[config.mk]
export PLATFORM = sky130hd
export DESIGN_NAME = adc_cap_engine_flat
export DESIGN_NICKNAME = d
export VERILOG_FILES = /design/src/rtl/adc_cap_pkg.sv /design/src/rtl/adc_cap_engine_if.sv /design/src/rtl/adc_cap_fifo.sv /design/src/rtl/adc_cap_engine.sv /design/src/flat_wrapper.sv
export SDC_FILE = /design/constraint.sdc
export NUM_CORES = 2
export LEC_CHECK = 0
export CAP_MARGIN = 25
export CORE_MARGIN = 5
export CORE_UTILIZATION = 35
export CTS_BUF_LIST = sky130_fd_sc_hd__clkbuf_16
export DETAILED_ROUTE_END_ITERATION = 8
export MAX_ROUTING_LAYER = met4
export PLACE_DENSITY = 0.54
export SETUP_SLACK_MARGIN = 0.1
export SLEW_MARGIN = 20
export SYNTH_ARGS = -nofsm -noshare
export SYNTH_HDL_FRONTEND = slang
export SYNTH_SLANG_ARGS = --single-unit
[constraint.sdc]
create_clock -name clk -period 13.1 [get_ports clk]
set_input_delay 2.62 -clock clk [delete_from_list [all_inputs] [get_ports clk]]
set_output_delay 2.62 -clock clk [all_outputs]
set_load 0.03 [all_outputs]
[src/rtl/adc_cap_pkg.sv]
// adc_cap_pkg: shared types and constants for the ADC capture engine.
//   state_t   : capture FSM states (IDLE / CAPTURE / DRAIN)
//   DEF_*     : default parameter values
//   frame_w() : width of one captured frame (all channels side by side)
package adc_cap_pkg;

  typedef enum logic [1:0] {
    IDLE    = 2'd0,
    CAPTURE = 2'd1,
    DRAIN   = 2'd2
  } state_t;

  localparam int DEF_CH_NUM = 2;
  localparam int DEF_DATA_W = 18;
  localparam int DEF_DEPTH  = 64;
  localparam int DEF_CNT_W  = 16;
  localparam int DEF_DIV_W  = 8;

  function automatic int frame_w(input int ch_num, input int data_w);
    return ch_num * data_w;
  endfunction

endpackage

[src/rtl/adc_cap_engine_if.sv]
// adc_cap_engine_if: serialised sample stream toward the packet controller.
//   out_data  : sample value
//   out_ch    : channel index of out_data
//   out_valid : stream valid (driven by master)
//   out_ready : stream ready (driven by slave)
// Modports: master (capture engine side), slave (consumer side).
interface adc_cap_engine_if
  import adc_cap_pkg::*;
#(
  parameter int CH_NUM = DEF_CH_NUM,
  parameter int DATA_W = DEF_DATA_W
);
  localparam int CH_W = $clog2(CH_NUM);

  logic [DATA_W-1:0] out_data;
  logic [CH_W-1:0]   out_ch;
  logic              out_valid;
  logic              out_ready;

  modport master (output out_data, output out_ch, output out_valid, input out_ready);
  modport slave  (input out_data, input out_ch, input out_valid, output out_ready);
endinterface

[src/rtl/adc_cap_fifo.sv]
// adc_cap_fifo: synchronous show-ahead FIFO of whole capture frames.
//   clk, rst : clock, asynchronous active-high reset (flushes pointers)
//   push/din : write request and frame; ignored when full unless popping
//   pop/dout : read request; dout always presents the head frame
//   full, empty, count : occupancy status
module adc_cap_fifo #(
  parameter int DEPTH = 64,
  parameter int WIDTH = 36
) (
  input  logic                       clk,
  input  logic                       rst,
  input  logic                       push,
  input  logic [WIDTH-1:0]           din,
  input  logic                       pop,
  output logic [WIDTH-1:0]           dout,
  output logic                       full,
  output logic                       empty,
  output logic [$clog2(DEPTH):0]     count
);
  localparam int AW = $clog2(DEPTH);

  logic [WIDTH-1:0] mem [DEPTH];
  logic [AW:0]      wr_ptr_reg;
  logic [AW:0]      rd_ptr_reg;
  logic             do_push;
  logic             do_pop;

  // Extra pointer bit distinguishes full from empty.
  assign count = wr_ptr_reg - rd_ptr_reg;
  assign empty = (wr_ptr_reg == rd_ptr_reg);
  assign full  = (count == (AW+1)'(DEPTH));

  assign do_pop  = pop && !empty;
  // A push into a full FIFO succeeds when the head is popped in the same cycle;
  // the write slot equals the slot being vacated, and the read is combinational.
  assign do_push = push && (!full || do_pop);

  assign dout = mem[rd_ptr_reg[AW-1:0]];

  always_ff @(posedge clk) begin
    if (do_push) mem[wr_ptr_reg[AW-1:0]] <= din;
  end

  always_ff @(posedge clk or posedge rst) begin
    if (rst) begin
      wr_ptr_reg <= '0;
      rd_ptr_reg <= '0;
    end else begin
      if (do_push) wr_ptr_reg <= wr_ptr_reg + 1'b1;
      if (do_pop)  rd_ptr_reg <= rd_ptr_reg + 1'b1;
    end
  end
endmodule

[src/rtl/adc_cap_engine.sv]
// adc_cap_engine: multi-channel ADC capture engine.
// Samples CH_NUM channels every max(cfg_clk_div,1) cycles, buffers frames in
// adc_cap_fifo and serialises the enabled channels onto the strm interface.
// Ports:
//   clk, rst          : clock, asynchronous active-high reset
//   cfg_start/abort   : one-cycle control pulses
//   cfg_len           : frames to capture (0 = until abort)
//   cfg_clk_div       : sample period in cycles (0 treated as 1)
//   cfg_ch_mask       : enabled channels
//   cfg_self_test     : ramp pattern instead of ADC data
//   adc_data/valid    : ADC input, channel c at [c*DATA_W +: DATA_W]
//   strm (master)     : out_data / out_ch / out_valid / out_ready stream
//   busy, done        : FSM not idle / end-of-capture pulse
//   overflow          : sticky dropped-frame flag
//   frame_cnt         : frames pushed since last start
// Optional feature macro: ADC_CAP_SELF_TEST_EN builds the ramp generator.
module adc_cap_engine
  import adc_cap_pkg::*;
#(
  parameter int CH_NUM = DEF_CH_NUM,
  parameter int DATA_W = DEF_DATA_W,
  parameter int DEPTH  = DEF_DEPTH,
  parameter int CNT_W  = DEF_CNT_W,
  parameter int DIV_W  = DEF_DIV_W
) (
  input  logic                     clk,
  input  logic                     rst,
  input  logic                     cfg_start,
  input  logic                     cfg_abort,
  input  logic [CNT_W-1:0]         cfg_len,
  input  logic [DIV_W-1:0]         cfg_clk_div,
  input  logic [CH_NUM-1:0]        cfg_ch_mask,
  input  logic                     cfg_self_test,
  input  logic [CH_NUM*DATA_W-1:0] adc_data,
  input  logic                     adc_valid,
  adc_cap_engine_if.master         strm,
  output logic                     busy,
  output logic                     done,
  output logic                     overflow,
  output logic [CNT_W-1:0]         frame_cnt
);
  localparam int FW   = frame_w(CH_NUM, DATA_W);
  localparam int CH_W = $clog2(CH_NUM);
  localparam int QW   = $clog2(DEPTH) + 1;

  state_t            state_reg;
  logic [CNT_W-1:0]  len_reg;
  logic [DIV_W-1:0]  div_reg;
  logic [DIV_W-1:0]  div_cnt_reg;
  logic [CH_NUM-1:0] mask_reg;
  logic [CNT_W-1:0]  frame_cnt_reg;
  logic              overflow_reg;
  logic              done_reg;
  logic              out_valid_reg;
  logic [CH_W-1:0]   ch_reg;

  logic              strobe;
  logic              frame_ok;
  logic [FW-1:0]     frame_data;
  logic              want_push;
  logic              fifo_push;
  logic              fifo_pop;
  logic              drop;
  logic              accept;
  logic [CNT_W-1:0]  cnt_next;
  logic [FW-1:0]     fifo_dout;
  logic              fifo_full;
  logic              fifo_empty;
  logic [QW-1:0]     fifo_count;
  logic [CH_W-1:0]   first_ch;
  logic [CH_W-1:0]   next_ch;
  logic              has_next;
  logic [DATA_W-1:0] head_ch [CH_NUM];

`ifdef ADC_CAP_SELF_TEST_EN
  logic              st_reg;
  logic [DATA_W-1:0] ramp_reg;
  logic [FW-1:0]     ramp_frame;

  for (genvar gi = 0; gi < CH_NUM; gi++) begin : g_ramp
    assign ramp_frame[gi*DATA_W +: DATA_W] = ramp_reg + DATA_W'(gi);
  end

  // Self-test frames are always considered valid.
  assign frame_ok   = st_reg | adc_valid;
  assign frame_data = st_reg ? ramp_frame : adc_data;
`else
  logic unused_self_test;
  assign unused_self_test = cfg_self_test;
  assign frame_ok   = adc_valid;
  assign frame_data = adc_data;
`endif

  assign strobe    = (state_reg == CAPTURE) && (div_cnt_reg == '0);
  assign want_push = strobe && frame_ok && (|mask_reg);
  assign accept    = out_valid_reg && strm.out_ready;
  assign fifo_pop  = accept && !has_next;
  assign fifo_push = want_push && (!fifo_full || fifo_pop);
  assign drop      = want_push && fifo_full && !fifo_pop;
  assign cnt_next  = frame_cnt_reg + CNT_W'(fifo_push);

  // Lowest enabled channel, and the next enabled channel above ch_reg.
  always_comb begin
    first_ch = '0;
    next_ch  = '0;
    has_next = 1'b0;
    for (int c = CH_NUM - 1; c >= 0; c--) begin
      if (mask_reg[c]) first_ch = CH_W'(c);
      if (mask_reg[c] && (CH_W'(c) > ch_reg)) begin
        next_ch  = CH_W'(c);
        has_next = 1'b1;
      end
    end
  end

  adc_cap_fifo #(.DEPTH(DEPTH), .WIDTH(FW)) u_fifo (
    .clk   (clk),
    .rst   (rst),
    .push  (fifo_push),
    .din   (frame_data),
    .pop   (fifo_pop),
    .dout  (fifo_dout),
    .full  (fifo_full),
    .empty (fifo_empty),
    .count (fifo_count)
  );

  for (genvar gi = 0; gi < CH_NUM; gi++) begin : g_head
    assign head_ch[gi] = fifo_dout[gi*DATA_W +: DATA_W];
  end

  // Data follows the held FIFO head, so it is stable while stalled.
  assign strm.out_valid = out_valid_reg;
  assign strm.out_data  = out_valid_reg ? head_ch[ch_reg] : '0;
  assign strm.out_ch    = out_valid_reg ? ch_reg : '0;

  assign busy      = (state_reg != IDLE);
  assign done      = done_reg;
  assign overflow  = overflow_reg;
  assign frame_cnt = frame_cnt_reg;

  always_ff @(posedge clk or posedge rst) begin
    if (rst) begin
      state_reg     <= IDLE;
      len_reg       <= '0;
      div_reg       <= '0;
      div_cnt_reg   <= '0;
      mask_reg      <= '0;
      frame_cnt_reg <= '0;
      overflow_reg  <= 1'b0;
      done_reg      <= 1'b0;
      out_valid_reg <= 1'b0;
      ch_reg        <= '0;
`ifdef ADC_CAP_SELF_TEST_EN
      st_reg        <= 1'b0;
      ramp_reg      <= '0;
`endif
    end else begin
      done_reg <= 1'b0;

      case (state_reg)
        IDLE: begin
          if (cfg_start) begin
            len_reg       <= cfg_len;
            div_reg       <= (cfg_clk_div == '0) ? DIV_W'(1) : cfg_clk_div;
            mask_reg      <= cfg_ch_mask;
            frame_cnt_reg <= '0;
            overflow_reg  <= 1'b0;
            div_cnt_reg   <= '0;
`ifdef ADC_CAP_SELF_TEST_EN
            st_reg        <= cfg_self_test;
            ramp_reg      <= '0;
`endif
            state_reg     <= (|cfg_ch_mask) ? CAPTURE : DRAIN;
          end
        end
        CAPTURE: begin
          div_cnt_reg <= (div_cnt_reg == div_reg - 1'b1) ? '0 : div_cnt_reg + 1'b1;
          if (fifo_push) begin
            frame_cnt_reg <= cnt_next;
`ifdef ADC_CAP_SELF_TEST_EN
            ramp_reg      <= ramp_reg + 1'b1;
`endif
          end
          if (drop) overflow_reg <= 1'b1;
          // A push landing together with abort still completes above.
          if (cfg_abort || ((len_reg != '0) && (cnt_next == len_reg)))
            state_reg <= DRAIN;
        end
        DRAIN: begin
          if (fifo_empty && !out_valid_reg) begin
            state_reg <= IDLE;
            done_reg  <= 1'b1;
          end
        end
        default: state_reg <= IDLE;
      endcase

      // Serialiser: load the head frame, step through enabled channels,
      // pop after the last one and continue straight into the next frame.
      if (!out_valid_reg) begin
        if (!fifo_empty) begin
          out_valid_reg <= 1'b1;
          ch_reg        <= first_ch;
        end
      end else if (accept) begin
        if (has_next) begin
          ch_reg <= next_ch;
        end else begin
          ch_reg        <= first_ch;
          out_valid_reg <= (fifo_count > QW'(1)) || fifo_push;
        end
      end
    end
  end
endmodule

[src/flat_wrapper.sv]
// flat-port wrapper written by rule: the top's interface ports become plain ports
module adc_cap_engine_flat import adc_cap_pkg::*;
#(
  parameter int CH_NUM = DEF_CH_NUM,
  parameter int DATA_W = DEF_DATA_W,
  parameter int DEPTH  = DEF_DEPTH,
  parameter int CNT_W  = DEF_CNT_W,
  parameter int DIV_W  = DEF_DIV_W
)
  (clk, rst, cfg_start, cfg_abort, cfg_len, cfg_clk_div, cfg_ch_mask, cfg_self_test, adc_data, adc_valid, busy, done, overflow, frame_cnt, strm_out_data, strm_out_ch, strm_out_valid, strm_out_ready);
  adc_cap_engine_if #(.CH_NUM(CH_NUM), .DATA_W(DATA_W)) strm_i ();
  input  logic clk;
  input  logic rst;
  input  logic cfg_start;
  input  logic cfg_abort;
  input  logic [CNT_W-1:0] cfg_len;
  input  logic [DIV_W-1:0] cfg_clk_div;
  input  logic [CH_NUM-1:0] cfg_ch_mask;
  input  logic cfg_self_test;
  input  logic [CH_NUM*DATA_W-1:0] adc_data;
  input  logic adc_valid;
  output logic busy;
  output logic done;
  output logic overflow;
  output logic [CNT_W-1:0] frame_cnt;
  output wire logic [$bits(strm_i.out_data)-1:0] strm_out_data;
  output wire logic [$bits(strm_i.out_ch)-1:0] strm_out_ch;
  output wire logic [$bits(strm_i.out_valid)-1:0] strm_out_valid;
  input wire logic [$bits(strm_i.out_ready)-1:0] strm_out_ready;
  assign strm_out_data = strm_i.out_data;
  assign strm_out_ch = strm_i.out_ch;
  assign strm_out_valid = strm_i.out_valid;
  assign strm_i.out_ready = strm_out_ready;
  adc_cap_engine #(.CH_NUM(CH_NUM), .DATA_W(DATA_W), .DEPTH(DEPTH), .CNT_W(CNT_W), .DIV_W(DIV_W)) u_core (.clk(clk), .rst(rst), .cfg_start(cfg_start), .cfg_abort(cfg_abort), .cfg_len(cfg_len), .cfg_clk_div(cfg_clk_div), .cfg_ch_mask(cfg_ch_mask), .cfg_self_test(cfg_self_test), .adc_data(adc_data), .adc_valid(adc_valid), .strm(strm_i), .busy(busy), .done(done), .overflow(overflow), .frame_cnt(frame_cnt));
endmodule
==> results.sh <==
export IMPL_status="finished, final reports clean"
export IMPL_grt_usage=0.200
export IMPL_min_period_ps=9470
export IMPL_slowest_delay_ps=870
export IMPL_slew_violations=0
export IMPL_whs_ps=495
export IMPL_path_clk_slew_ps=60
export IMPL_min_from="u_core.u_fifo.wr_ptr_reg[6]"
export IMPL_synth_edff_count=2304
export IMPL_clk_root_buffer_cell="clkbuf_16"
export IMPL_regToRegStartpoint="u_core.u_fifo.rd_ptr_reg[3]"
export IMPL_die_width_um=525
export IMPL_yosys_area_top_type="edfxtp_1"
export IMPL_p_leak_nw=33.3
export IMPL_ys_top_cells_by_count="2,304 x edfxtp_1, 495 x mux4_2, 252 x mux2i_1"
export IMPL_power_mw=21.4
export IMPL_fin_tns_setup_ps=0
export IMPL_syn_area_um2=92800
export IMPL_async_flop_share=0.0295
export IMPL_cts_resized=0
export IMPL_insertion_delay_ps=880
export IMPL_numCtsBuffers=232
export IMPL_setup_violations=0
export IMPL_core_rowCount=189
export IMPL_hold_depth=1
export IMPL_synth_compound_area_frac=0.0382
export IMPL_cts_max_path_buffers=3
export IMPL_vias=47400
export IMPL_cts_sinks=2374
export IMPL_cts_tree="done"
export IMPL_syn_nets=4530
export IMPL_placed_cells_incl_taps=7991
export IMPL_gp_congestion=0.811
export IMPL_fp_dieH_um=525
export IMPL_min_to="u_core.u_fifo.wr_ptr_reg[6]"
export IMPL_rsz0062_at_grt="false"
export IMPL_final_core_util=0.399
export IMPL_ys_ff_latch=2374
export IMPL_grt_max_degree=122
export IMPL_crit_chain="buf_12 > clkinv_2 > buf_4 > nor2_4 > buf_12 > a22oi_1 > a21oi_1 > or3_1 > o21ai_0 > a22oi_1 > clkdlybuf4s50_1"
export IMPL_yosysTopAreaCellShare=0.745
export IMPL_antenna_left=0
export IMPL_io_buffers=106
export IMPL_wirelength_um=274000
export IMPL_hold_buffers=0
export IMPL_grt_overflow_total=0
export IMPL_synth_simple_area_share=0.0244
export IMPL_grt_pass1_wl_um=381000
export IMPL_drt_wirelength_per_cell_um=32.5
export IMPL_synthFlopType="edfxtp_1"
export IMPL_drive_above_1_share=0.224
export IMPL_r2r_slack_ps=6610
export IMPL_finalHoldViolCount=0
export IMPL_drc=0
export IMPL_fin_crit_sh=0.723
export IMPL_relSlewSlack=0.237
export IMPL_synth_warnings=0
export IMPL_antenna_found_initial=24
export IMPL_yosys_top_cells_area="edfxtp_1 75%, mux4_2 12%, mux2i_1 2.7%"
export IMPL_cts_htree_levels=4
export IMPL_initial_core_util=0.351
export IMPL_crit_path_end_kind="output port"
export IMPL_io_pins=108
export IMPL_worst_pin_slew_ps=1140
export IMPL_coreArea_um2=265000
export IMPL_max_vdd_ir_drop_uv=156
export IMPL_start_kind="flop"
export IMPL_reg2reg_to="u_core.state_reg[0]"
export IMPL_synth_area_mux_share=0.148
export IMPL_grt_pass1_vias=47300
export IMPL_synth_most_common_cell="edfxtp_1"
export IMPL_drv_cap=0
export IMPL_power_density_nw_per_um2=202
export IMPL_die_area_um2=276000
export IMPL_dr_pass1_iters=5
export IMPL_min_path_type="reg2reg"
export IMPL_crit_family="buffers and inverters"
export IMPL_cp_slowest_cell="dfrtp_4"
export IMPL_synth_cell_types=84
export IMPL_path_class="reg2out"
export IMPL_nFillCells=23500
export IMPL_largest_reg_flops=2304
export IMPL_area_growth_syn_to_layout_pct=13.8
export IMPL_fin_nets=4779
export IMPL_cp_data_arrival_time_ps=6850
export IMPL_synth_top_family_by_area="multiplexers"
export IMPL_syn_instance_count=4447
export IMPL_postCtsSetupBuffers=0
export IMPL_crit_fanout=59
export IMPL_synth_xor_xnor_area_share=0.00444
export IMPL_drt_iter0_markers=5576
export IMPL_fin_cells=8427
export IMPL_ff2ff_path_depth=18
export IMPL_avgViaCountPerCell=5.63
export IMPL_syn_avg_cell_area_um2=20.9
export IMPL_fmax_mhz=106
export IMPL_cp_num_buf_inv=5
export IMPL_synth_fa_ha_area_frac=0.00197
export IMPL_fin_skew_ps=41.2
export IMPL_cp_required_ps=10480
export IMPL_yosysSeqAreaShare=0.764
export IMPL_dpl_hpwl_um=152000
[power breakdown]
group | internal [mW] | switching [mW]
clock | 3.41 | 2.84
sequential | 8.40 | 0.215
combinational | 2.47 | 4.02
total | 14.3 | 7.08
[cell families (layout without fill, tap and decap cells)]
family | Yosys count | count (layout)
xor+xnor | 47 | 47
mux | 752 | 752
compound gates | 497 | 497
simple gates | 490 | 490
fa+ha+maj | 14 | 14
buf+inv | 273 | 711
other cells | 0 | 9
flops | 2374 | 2374
[cell type report]
class                      count  area (um2)  share of cell area
sequential                  2374       71000               0.672
multi-input combinational   1800       20700               0.196
clock buffer                 234        5860              0.0554
tap                         3533        4420              0.0419
timing repair buffer         267        2410              0.0228
clock inverter               189        1190              0.0113
inverter                      21        83.8            0.000794
antenna                        9        22.5            0.000213
[per-stage QoR]
step | cell area [um2] | setup slack (ps)
final | 106000 | 3630
after global routing | 106000 | 3560
after CTS | 105000 | 3530
after detailed placement | 98400 | 4530
after global placement | 98300 | 4410
after floorplan | 92800 | 7400
[worst reg2reg max path, delay by kind of cell (launching register included)]
family	cells	cell delay [ps]
buffers and inverters	4	1870
AO/OA/AOI/OAI	6	1290
AND/OR/NAND/NOR	4	1000
flip-flops	1	870
adder cells (fa/ha/maj)	2	860
multiplexers	1	280
XOR/XNOR	1	140
[worst max-delay path by stage]
stage	startpoint	end	slack [ps]	cells past startpoint
2_1_floorplan	adc_valid	u_core.u_fifo.mem[59][0]	7400	6
3_3_place_gp	u_core.u_fifo.rd_ptr_reg[3]	strm_out_data[2]	4410	11
3_5_place_dp	u_core.u_fifo.rd_ptr_reg[3]	strm_out_data[6]	4530	11
4_1_cts	u_core.u_fifo.rd_ptr_reg[3]	strm_out_data[6]	3530	11
5_1_grt	u_core.u_fifo.rd_ptr_reg[3]	strm_out_data[6]	3560	11
6_report	u_core.u_fifo.rd_ptr_reg[3]	strm_out_data[6]	3630	11
[metal layers]
metal  track usage  part of all wire  routed length [um]  vias to the layer above
li1              -                 -                   -                    19200
met1         0.271              0.42              114000                    26000
met2         0.319              0.49              133000                     1924
met3        0.0321             0.074               20100                      392
met4        0.0506             0.025                6980                        0
met5             -                 0                   0                        -
[cells in the final DEF (no fill, tap or decap), drive strengths merged, types with 14 or more instances in the layout]
cell	count
o211ai	23
clkdlybuf4s50	70
clkbuf	234
o21ai	74
clkinv	102
inv	94
a21oi	80
nand4	25
a211oi	33
xor2	20
o22ai	56
xnor2	27
mux2i	252
a221oi	33
nor3	15
buf	197
edfxtp	2304
and3	14
a22o	17
o221ai	32
dfrtp	70
nand3	42
nor2	139
nand2	181
a31oi	16
mux4	495
a22oi	55
No activity file was read; power rests on OpenSTA's default activity.
